--- src/rtl/request_unit_pkg.sv ---
// Shared types for the request unit.
//   reqstate_t     : FETCH / DATA / HALT request-sequencing states
//   is_mem_access  : true when the decoded instruction touches data memory
package request_unit_pkg;

  typedef enum logic [1:0] {
    FETCH = 2'd0,
    DATA  = 2'd1,
    HALT  = 2'd2
  } reqstate_t;

  localparam int unsigned CNT_W_DEFAULT = 32;

  function automatic logic is_mem_access(input logic ren, input logic wen);
    return ren | wen;
  endfunction

endpackage

--- src/rtl/sat_counter.sv ---
// Saturating up-counter.
//   clk, rst_n : clock and asynchronous active-low clear
//   en         : increment this cycle
//   count      : current value, sticks at all-ones
module sat_counter #(
  parameter int unsigned CNT_W = 32
) (
  input  logic             clk,
  input  logic             rst_n,
  input  logic             en,
  output logic [CNT_W-1:0] count
);

  always_ff @(posedge clk or negedge rst_n) begin
    if (!rst_n) begin
      count <= '0;
    end else if (en && (count != '1)) begin
      count <= count + 1'b1;
    end
  end

endmodule

--- src/rtl/request_unit.sv ---
// Request unit: turns per-instruction decode strobes into held memory
// requests and hands ihit/dhit completion back as a PC enable.
//   CLK, nRST            : clock, asynchronous active-low reset
//   iREN,dREN,dWEN,
//   datomic,halt         : decode strobes from the control unit
//   ihit, dhit           : cache completion strobes
//   imemREN              : instruction read request (combinational)
//   dmemREN,dmemWEN,
//   dmematomic           : held data request, registered
//   pc_en                : one-cycle PC advance pulse (combinational)
//   halted               : sticky halt indication
//   stall_cnt            : saturating count of cycles waiting for dhit
module request_unit
  import request_unit_pkg::*;
#(
  parameter int unsigned CNT_W = CNT_W_DEFAULT
) (
  input  logic             CLK,
  input  logic             nRST,
  input  logic             iREN,
  input  logic             dREN,
  input  logic             dWEN,
  input  logic             datomic,
  input  logic             halt,
  input  logic             ihit,
  input  logic             dhit,
  output logic             imemREN,
  output logic             dmemREN,
  output logic             dmemWEN,
  output logic             dmematomic,
  output logic             pc_en,
  output logic             halted,
  output logic [CNT_W-1:0] stall_cnt
);

  reqstate_t state;
  logic      stall_en;

  always_ff @(posedge CLK or negedge nRST) begin
    if (!nRST) begin
      state      <= FETCH;
      dmemREN    <= 1'b0;
      dmemWEN    <= 1'b0;
      dmematomic <= 1'b0;
      halted     <= 1'b0;
    end else begin
      case (state)
        FETCH: begin
          if (iREN && ihit) begin
            if (halt) begin
              state  <= HALT;
              halted <= 1'b1;
            end else if (is_mem_access(dREN, dWEN)) begin
              state      <= DATA;
              // A simultaneous read+write decode is illegal; treat it as a write.
              dmemREN    <= dREN & ~dWEN;
              dmemWEN    <= dWEN;
              dmematomic <= datomic;
            end
          end
        end
        DATA: begin
          if (dhit) begin
            state      <= FETCH;
            dmemREN    <= 1'b0;
            dmemWEN    <= 1'b0;
            dmematomic <= 1'b0;
          end
        end
        HALT: begin
          state  <= HALT;
          halted <= 1'b1;
        end
        default: state <= FETCH;
      endcase
    end
  end

  // Combinational outputs are gated by nRST so they read 0 during reset.
  always_comb begin
    imemREN = 1'b0;
    pc_en   = 1'b0;
    if (nRST) begin
      case (state)
        FETCH: begin
          imemREN = iREN;
          pc_en   = iREN & ihit & ~halt & ~is_mem_access(dREN, dWEN);
        end
        DATA:    pc_en = dhit;
        default: ;
      endcase
    end
  end

  assign stall_en = (state == DATA) && !dhit;

  sat_counter #(.CNT_W(CNT_W)) u_stall_cnt (
    .clk   (CLK),
    .rst_n (nRST),
    .en    (stall_en),
    .count (stall_cnt)
  );

endmodule
--- config.mk ---
export PLATFORM = sky130hd
export DESIGN_NAME = request_unit
export DESIGN_NICKNAME = d
export VERILOG_FILES = /design/src/rtl/request_unit_pkg.sv /design/src/rtl/sat_counter.sv /design/src/rtl/request_unit.sv
export SDC_FILE = /design/constraint.sdc
export NUM_CORES = 1
export LEC_CHECK = 0
export ABC_AREA = 1
export BUFFER_PORTS_ARGS = -buffer_cell sky130_fd_sc_hd__buf_2
export CORE_ASPECT_RATIO = 2
export CORE_UTILIZATION = 60
export CTS_CLUSTER_DIAMETER = 200
export DETAILED_ROUTE_END_ITERATION = 8
export PLACE_DENSITY_LB_ADDON = 0.08
export SLEW_MARGIN = 0
export SYNTH_ARGS = -nofsm -noshare
export SYNTH_HDL_FRONTEND = slang
export SYNTH_SLANG_ARGS = --single-unit
--- constraint.sdc ---
create_clock -name CLK -period 2.9 [get_ports CLK]
set_input_delay 0.29 -clock CLK [delete_from_list [all_inputs] [get_ports CLK]]
set_output_delay 0.29 -clock CLK [all_outputs]
set_load 0.01 [all_outputs]
==> impl_metrics.env, run 1 <==
export IMPL_path_cells="ha_1 -> inv_1 -> nor2_4 -> nand2_4 -> nor2_4 -> nand2_4 -> nand2_8 -> inv_2 -> nand2_1 -> nand2_1"
export IMPL_finalCriticalPeriod_ns=1.85
export IMPL_max_cap_violations=0
export IMPL_max_slew_worst_pin_slew_ns=0.491
export IMPL_rr_worst_depth=10
export IMPL_fmax_mhz=542
export IMPL_fin_crit_sh_pct=63.7
export IMPL_core_um2=3840
export IMPL_num_antenna_cells=0
export IMPL_regArea_um2=951
export IMPL_path_buf_inv=2
export IMPL_synth_area_top_cells="dfrtp_1 39%, nand2_1 21%, nor2_1 6.7%"
export IMPL_synthesis_area_um2=2420
export IMPL_finalWirelength_um=6080
export IMPL_area_growth_pct=14.4
export IMPL_yosysSeqAreaShare_pct=39.2
export IMPL_grt_max_degree=40
export IMPL_overflow=0
export IMPL_clock_sinks=38
export IMPL_fin_tns_setup_ns=0
export IMPL_clkLatencyLatePin_ns=0.30
export IMPL_numCtsBuffers=5
export IMPL_slew_headroom_pct=67.1
export IMPL_synthesis_instances=345
export IMPL_hp_class="in -> async"
export IMPL_ys_warn_count=0
export IMPL_drc=0
export IMPL_power_leakage_nw=1.35
export IMPL_drt_iter0_markers=76
export IMPL_arrival_ns=2.04
export IMPL_wire_per_inst_um=13.6
export IMPL_cp_required_ns=3.09
export IMPL_die_w_um=46.9
export IMPL_crit_fanout=31
export IMPL_grtUsageMet2_pct=53.4
export IMPL_n_fill_cell=343
export IMPL_drive_above_1_share_pct=19.7
export IMPL_via_per_inst=5.47
export IMPL_antenna_found_initial=0
export IMPL_critical_path_slowest_cell="dfrtp_1"
export IMPL_multi_input_area_um2=1310
export IMPL_fin_area_um2=2770
export IMPL_clk_path_buf_depth=2
export IMPL_cts_hold_fix_buffers=0
export IMPL_die_h_um=91.9
export IMPL_ios=47
export IMPL_ff2ff_setup_slack_ns=1.05
export IMPL_status="finished, final reports clean"
export IMPL_gp_congestion=0.966
export IMPL_syn_nets=355
export IMPL_cts_tree="yes"
export IMPL_clockRootBuffer="clkbuf_8"
export IMPL_p_per_area_nw_per_um2=467
export IMPL_dpl_cell_area_um2=2680
export IMPL_top_usage_layer="met2"
export IMPL_grt_util_met1_pct=30.5
export IMPL_r2r_start="u_stall_cnt.count[1]"
export IMPL_cts_resized=0
export IMPL_die_area_um2=4310
export IMPL_fin_nets=404
export IMPL_grt_use_total_pct=30.9
export IMPL_grt_pass1_wl_um=9650
export IMPL_vdd_ir_drop_max_mv=0.401
export IMPL_r2r_end="u_stall_cnt.count[8]"
export IMPL_hold_ws_ns=0.0319
export IMPL_grt_pass1_vias=2345
export IMPL_rows=32
export IMPL_end_kind="register"
export IMPL_synth_top_area_share_pct=39.2
export IMPL_setup_viol=0
export IMPL_finalHoldViolations=0
export IMPL_fin_skew_ns=0.00706
export IMPL_synth_area_per_cell_um2=7.02
export IMPL_cp_num_cells=10
export IMPL_critPathTopFamily="simple AND/OR/NAND/NOR gates"
export IMPL_drv_slew=0
export IMPL_portBuffers=46
export IMPL_slowest_delay_ns=0.39
export IMPL_ant_nets=0
export IMPL_synth_seq_cells=38
export IMPL_synth_distinct_cells=27
export IMPL_place_hpwl_um=4670
export IMPL_use_met3_pct=4.92
export IMPL_post_cts_buffers=0
export IMPL_grt_setup_unrepaired="no"
export IMPL_ctsHtreeMaxLevel=2
export IMPL_dr_pass1_iters=4
export IMPL_vias=2441
export IMPL_start_util_pct=63.1
export IMPL_crit_type="reg -> reg"
export IMPL_synth_top_area_cell="dfrtp_1"
export IMPL_clk_pin_slew_ns=0.07
export IMPL_start_kind="register"
-- area by class of cell --
| class | count | area share [%] |
|---|---|---|
| tap | 51 | 2.30 |
| timing repair buffer | 47 | 8.57 |
| clock buffer | 7 | 3.11 |
| multi-input combinational | 270 | 47.2 |
| inverter | 32 | 4.33 |
| clock inverter | 1 | 0.181 |
| sequential | 38 | 34.3 |
-- sequential cells by signal, summed over array words and instances, names as in the netlist --
register and flops:
state 2, dmematomic 1, dmemREN 1, u_stall_cnt.count 32
dmemWEN 1, halted 1
-- placed cells by master, fill, tap and decap left out, types with 2 or more instances in the layout --
master,count
buf_2,46
nand4_1,12
nand2_1,134
xnor2_1,7
nand3b_1,10
nand2_4,2
nor2_4,4
nor2_1,43
inv_2,2
clkbuf_8,6
inv_1,30
dfrtp_1,38
nor2_2,6
nand2_2,6
and2_1,2
a21oi_1,3
nand3_1,24
xor2_1,2
o21ai_0,5
nor3_1,3
-- synth_stat cells --
| cell | number |
|---|---|
| nand2_1 | 134 |
| nor2_1 | 43 |
| dfrtp_1 | 38 |
| inv_1 | 30 |
| nand3_1 | 24 |
| nand4_1 | 12 |
| nand3b_1 | 10 |
| xnor2_1 | 7 |
| nand2_2 | 6 |
| nor2_2 | 6 |
| o21ai_0 | 5 |
| nor2_4 | 4 |
| a21oi_1 | 3 |
| buf_6 | 3 |
| nor3_1 | 3 |
| and2_1 | 2 |
| buf_2 | 2 |
| inv_2 | 2 |
| nand2_4 | 2 |
| xor2_1 | 2 |
| a41o_1 | 1 |
| ha_1 | 1 |
| nand2_8 | 1 |
| nand3_2 | 1 |
| nor2_8 | 1 |
| o22ai_1 | 1 |
| or2_2 | 1 |
-- cells by family (layout without fill, tap and decap cells) --
family / after synthesis / in the layout / synth area share [%]
AOI/OAI and AO/OA: 10 / 10 / 2.32
adders and majority gates: 1 / 1 / 0.516
DFF: 38 / 38 / 39.2
and+or+nand+nor: 250 / 250 / 47.9
buffers and inverters: 37 / 87 / 6.76
xor gates and xnor gates: 9 / 9 / 3.25
-- per-layer routing --
layer | vias to the layer above | share of wire (%)
li1 | 1189 | -
met4 | 0 | 6.1
met3 | 35 | 5.0
met5 | - | 0
met1 | 1115 | 35
met2 | 102 | 54
-- per-stage QoR --
stage	util, %	setup slack, ns	total power, W	std cells
detailed placement	69.8	1.08	0.000930	438
CTS	72.1	1.06	0.00130	446
floorplan	-	1.34	0.000835	345
finish	72.1	1.05	0.00130	446
global placement	69.8	1.13	0.000921	438
global route	72.1	0.869	0.00136	446
-- power breakdown --
group	leakage [nW]	switching, W	internal (W)
logic	0.787	0.000189	0.000103
clock network	0.0482	0.000188	0.000192
registers	0.515	0.0000429	0.000582
-- worst max path at each step --
stage / startpoint / to
floorplan: u_stall_cnt.count[0] / u_stall_cnt.count[12]
global placement: u_stall_cnt.count[0] / u_stall_cnt.count[8]
detailed placement: u_stall_cnt.count[0] / u_stall_cnt.count[8]
CTS: u_stall_cnt.count[1] / u_stall_cnt.count[8]
global route: u_stall_cnt.count[1] / u_stall_cnt.count[30]
finish: u_stall_cnt.count[1] / u_stall_cnt.count[8]
Power figures use the tool's default switching activity.
==> run 2, diff against run 1 <==
Settings changed: CORE_UTILIZATION 60 to 55.
Clock period 2.9 ns to 1.9 ns, I/O delays scaled along.
==> impl_metrics.env, run 2 (synthesized netlist as in run 1, its figures left out) <==
export IMPL_fin_util_pct=68.3
export IMPL_wire_per_inst_um=14.0
export IMPL_fin_nets=413
export IMPL_end_kind="register"
export IMPL_drt_iter0_markers=72
export IMPL_drc=0
export IMPL_dr_pass1_iters=4
export IMPL_crit_path_frequent_cell="nand2_1"
export IMPL_power_leakage_nw=1.40
export IMPL_rows=33
export IMPL_max_slew_worst_pin_slew_ns=0.534
export IMPL_regMostFlops="u_stall_cnt.count"
export IMPL_numCtsBuffers=5
export IMPL_grt_max_degree=39
export IMPL_top_regs="u_stall_cnt.count: 32 flops, state: 2 flops"
export IMPL_die_h_um=95.9
export IMPL_ant_nets=0
export IMPL_place_ws_ns=0.0570
export IMPL_cp_required_ns=2.09
export IMPL_die_area_um2=4690
export IMPL_fin_tns_setup_ns=0
export IMPL_p_per_area_nw_per_um2=696
export IMPL_critical_path_slowest_cell="dfrtp_1"
export IMPL_slew_headroom_pct=64.1
export IMPL_total_power_w=0.00198
export IMPL_r2r_end="u_stall_cnt.count[30]"
export IMPL_clockRootBuffer="clkbuf_8"
export IMPL_hold_depth=3
export IMPL_r2r_start="u_stall_cnt.count[1]"
export IMPL_finalCriticalPeriod_ns=1.74
export IMPL_slowest_delay_ns=0.40
export IMPL_fmax_mhz=574
export IMPL_path_cells="ha_1 -> nand3_1 -> nor2_1 -> nand2_1 -> nor2_2 -> nand3_1 -> nand2_1 -> nand2_1"
export IMPL_fin_crit_sh_pct=91.8
export IMPL_start_util_pct=58.1
export IMPL_clk_path_buf_depth=2
export IMPL_ff2ff_setup_slack_ns=0.16
export IMPL_core_um2=4170
export IMPL_max_cap_violations=0
export IMPL_finalHoldViolations=0
export IMPL_cts_tree="yes"
export IMPL_status="finished, final reports clean"
export IMPL_arrival_ns=1.93
export IMPL_num_antenna_cells=0
export IMPL_area_growth_pct=17.4
export IMPL_drive_above_1_share_pct=21.5
export IMPL_rr_worst_depth=8
export IMPL_antenna_found_initial=0
export IMPL_cp_num_cells=8
export IMPL_start_kind="register"
export IMPL_setup_viol=0
export IMPL_crit_type="reg -> reg"
export IMPL_die_w_um=48.9
export IMPL_hp_class="in -> reg"
export IMPL_via_per_inst=5.37
export IMPL_critPathTopFamily="simple AND/OR/NAND/NOR gates"
export IMPL_ios=47
export IMPL_overflow=0
export IMPL_drv_slew=0
export IMPL_portBuffers=46
export IMPL_vias=2448
export IMPL_grt_use_total_pct=29.5
export IMPL_path_buf_inv=0
export IMPL_cp_endpoint="u_stall_cnt.count[30]"
export IMPL_largest_reg_flops=32
export IMPL_final_common_cell="nand2_1"
export IMPL_mostFrequentLayoutCells="134 x nand2_1, 46 x buf_2, 42 x nor2_1, 38 x dfrtp_1, 30 x inv_1"
export IMPL_clk_pin_slew_ns=0.08
export IMPL_vdd_ir_drop_max_mv=0.802
export IMPL_place_hpwl_um=4980
export IMPL_crit_fanout=6
export IMPL_grt_pass1_vias=2326
export IMPL_clkLatencyLatePin_ns=0.30
export IMPL_grt_pass1_wl_um=10400
export IMPL_clock_sinks=38
export IMPL_gp_congestion=0.932
export IMPL_fin_skew_ns=0.00845
export IMPL_ctsHtreeMaxLevel=2
export IMPL_finalWirelength_um=6390
export IMPL_setup_ws_ns=0.156
export IMPL_critPathLaunch="u_stall_cnt.count[1]"
-- run 2: layout make-up --
cell class	instances	area (um2)
Clock buffer	7	86.3
Clock inverter	1	5.00
Fill cell	386	1320
Inverter	32	120
Multi-Input combinational cell	270	1310
Sequential cell	38	951
Tap cell	52	65.1
Timing Repair Buffer	56	308
-- run 2: routing by layer --
metal  share of wire, %  track usage (%)  routed length (um)  vias up
li1                   -                -                   -     1203
met2                 53             56.0                3410       97
met3                4.4             3.16                 284       28
met5                  0                0                   0        -
met1                 36             29.7                2320     1120
met4                5.7             19.6                 366        0
-- run 2: through the flow --
step | instance area (um2) | cells | hold slack [ns]
6_report | 2850 | 456 | 0.153
5_1_grt | 2850 | 456 | 0.160
4_1_cts | 2840 | 456 | 0.155
3_5_place_dp | 2740 | 447 | 0.284
3_3_place_gp | 2740 | 447 | 0.279
2_1_floorplan | 2420 | 345 | -0.106
-- run 2: worst min path at each step --
stage | startpoint | endpoint | slack, ns
3_3_place_gp | nRST | state[1] | 0.28
4_1_cts | datomic | dmematomic | 0.16
3_5_place_dp | nRST | state[1] | 0.28
5_1_grt | datomic | dmematomic | 0.16
2_1_floorplan | nRST | dmemREN | -0.11
6_report | datomic | dmematomic | 0.15
-- run 2: timing repair --
action                     in CTS  in global routing
setup buffers                   0                  0
resized for setup               0                  1
hold buffers                    1                  0
setup endpoints to repair       0                  3
hold endpoints to repair       38                  0
-- run 2: worst reg2reg max path: cells and delay by family (launching register included) --
kind,cells,cell delay (ns)
adders and majority gates,1,0.22
DFF,1,0.40
and+or+nand+nor,7,1.03
-- run 2: report_power, final --
part	internal [W]	switching (W)	leakage [nW]
clock network	0.000293	0.000280	0.0482
registers	0.000888	0.0000653	0.515
logic	0.000164	0.000292	0.834
==> run 3, diff against run 2 <==
--- a/config.mk
+++ b/config.mk
@@ -9,5 +9,5 @@
 export BUFFER_PORTS_ARGS = -buffer_cell sky130_fd_sc_hd__buf_2
 export CORE_ASPECT_RATIO = 2
-export CORE_UTILIZATION = 55
+export CORE_UTILIZATION = 50
 export CTS_CLUSTER_DIAMETER = 200
 export DETAILED_ROUTE_END_ITERATION = 8
==> constraint.sdc (replaced) <==
create_clock -name CLK -period 1.5 [get_ports CLK]
set_input_delay 0.3 -clock CLK [delete_from_list [all_inputs] [get_ports CLK]]
set_output_delay 0.3 -clock CLK [all_outputs]
set_load 0.01 [all_outputs]
==> impl_metrics.env, run 3 (synthesized netlist as in run 1, its figures left out) <==
export IMPL_status="finished with violations"
export IMPL_violations="setup timing"
export IMPL_grt_pass1_wl_um=11500
export IMPL_start_util_pct=52.2
export IMPL_grt_setup_unrepaired="yes"
export IMPL_drc=0
export IMPL_crit_fanout=3
export IMPL_clock_sinks=38
export IMPL_p_per_area_nw_per_um2=811
export IMPL_critical_path_slowest_cell="dfrtp_2"
export IMPL_setup_viol=26
export IMPL_ant_nets=0
export IMPL_drv_slew=0
export IMPL_dr_pass1_iters=4
export IMPL_clkLatencyLatePin_ns=0.29
export IMPL_core_um2=4640
export IMPL_die_w_um=51.2
export IMPL_cp_required_ns=1.20
export IMPL_ctsHtreeMaxLevel=2
export IMPL_numCtsBuffers=5
export IMPL_rr_worst_depth=9
export IMPL_end_kind="primary output"
export IMPL_dpl_cell_area_um2=3070
export IMPL_r2r_end="u_stall_cnt.count[25]"
export IMPL_clk_path_buf_depth=2
export IMPL_portBuffers=46
export IMPL_arrival_ns=1.37
export IMPL_crit_type="reg -> out"
export IMPL_fmax_mhz=600
export IMPL_top_regs="u_stall_cnt.count: 32 flops, state: 2 flops"
export IMPL_setup_ws_ns=-0.165
export IMPL_die_h_um=100
export IMPL_fin_util_pct=78.5
export IMPL_place_hpwl_um=5660
export IMPL_grt_pass1_vias=2658
export IMPL_rows=35
export IMPL_slew_headroom_pct=66.5
export IMPL_vdd_ir_drop_max_mv=0.732
export IMPL_vias=2745
export IMPL_fin_area_um2=3640
export IMPL_hold_ws_ns=0.0646
export IMPL_fin_skew_ns=0.00608
export IMPL_n_fill_cell=372
export IMPL_clk_pin_slew_ns=0.07
export IMPL_max_cap_violations=0
export IMPL_fin_crit_sh_pct=111
export IMPL_wire_per_inst_um=15.5
export IMPL_via_per_inst=5.30
export IMPL_max_slew_worst_pin_slew_ns=0.502
export IMPL_clockRootBuffer="clkbuf_8"
export IMPL_drive_above_1_share_pct=42.3
export IMPL_power_leakage_nw=1.76
export IMPL_drt_iter0_markers=77
export IMPL_final_common_cell="nand2_1"
export IMPL_overflow=0
export IMPL_mostFrequentLayoutCells="122 x nand2_1, 57 x buf_4, 46 x buf_2, 34 x dfrtp_1, 29 x inv_1"
export IMPL_finalCriticalPeriod_ns=1.67
export IMPL_finalWirelength_um=8030
export IMPL_ff2ff_setup_slack_ns=-0.06
export IMPL_cts_tree="yes"
export IMPL_ios=47
export IMPL_start_kind="register"
export IMPL_hp_class="in -> async"
export IMPL_gp_congestion=0.911
export IMPL_regMostFlops="u_stall_cnt.count"
export IMPL_path_cells="nor2_2 -> nand3_1 -> o22ai_2 -> inv_1 -> nor2_1 -> buf_2"
export IMPL_grt_max_degree=39
export IMPL_num_antenna_cells=0
export IMPL_slowest_delay_ns=0.44
export IMPL_fin_nets=474
export IMPL_r2r_start="state[1]"
export IMPL_die_area_um2=5150
export IMPL_antenna_found_initial=0
export IMPL_largest_reg_flops=32
export IMPL_area_growth_pct=50.3
export IMPL_grt_use_total_pct=30.6
export IMPL_fin_tns_setup_ns=-0.699
export IMPL_finalHoldViolations=0
==> run 3: cell types whose count changed in the layout (fill, tap and decap cells not counted), moves of 8 or more <==
cell and delta:
buf_4 +48, buf_6 +8, nand2_1 -12, nand2_2 +11, nand3_1 -10, nor2_1 -15
nor2_4 +8
==> run 3: metal layers <==
layer	vias to the layer above	GRT usage (%)	wire length [um]	share of wire (%)
met5	-	0	0	0
met4	0	25.4	620	7.7
met3	40	5.43	299	3.7
met1	1271	25.3	2510	31
li1	1321	-	-	-
met2	113	58.5	4600	57
==> run 3: layout make-up <==
cell class | count | area [um2] | share of cell area [%]
sequential | 38 | 956 | 26.2
multi-input combinational | 270 | 1530 | 42.1
timing repair buffer | 117 | 873 | 24.0
tap | 55 | 68.8 | 1.89
clock buffer | 6 | 82.6 | 2.27
inverter | 32 | 128 | 3.50
==> run 3: worst max-delay path, delay by kind of cell, from the launching register on <==
family          cells  cell delay, ns
simple gates        3            0.34
compound gates      1            0.11
flops               1            0.44
buf+inv             2            0.18
==> run 3: worst max-delay path by stage <==
| stage | from | to | slack [ns] | depth (start not counted) |
|---|---|---|---|---|
| 5_1_grt | state[0] | pc_en | -0.22 | 6 |
| 3_5_place_dp | state[1] | u_stall_cnt.count[19] | -0.06 | 8 |
| 6_report | state[0] | pc_en | -0.17 | 6 |
| 3_3_place_gp | state[1] | u_stall_cnt.count[19] | -0.04 | 8 |
| 2_1_floorplan | u_stall_cnt.count[0] | u_stall_cnt.count[12] | 0.0004 | 11 |
| 4_1_cts | state[1] | pc_en | -0.14 | 7 |
==> run 3: through the flow <==
step | setup slack, ns | std cells | total power (W)
4_1_cts | -0.139 | 502 | 0.00276
3_5_place_dp | -0.0583 | 489 | 0.00195
3_3_place_gp | -0.0449 | 489 | 0.00194
5_1_grt | -0.221 | 518 | 0.00309
6_report | -0.165 | 518 | 0.00295
2_1_floorplan | 0.000430 | 345 | 0.00162
==> run 3: what timing repair did <==
item                                   in CTS  in global routing
setup endpoints to repair                  16                 34
pin swaps                                   1                 27
buffers inserted                            7                 14
endpoints found under the hold margin       0                  0
gates cloned                                0                  2
hold buffers                                0                  0
resized for setup                          14                 62
==> run 3: where the power goes <==
group	internal [W]	switching, W
combinational	0.000511	0.000519
clock	0.000355	0.000349
sequential	0.00113	0.0000944
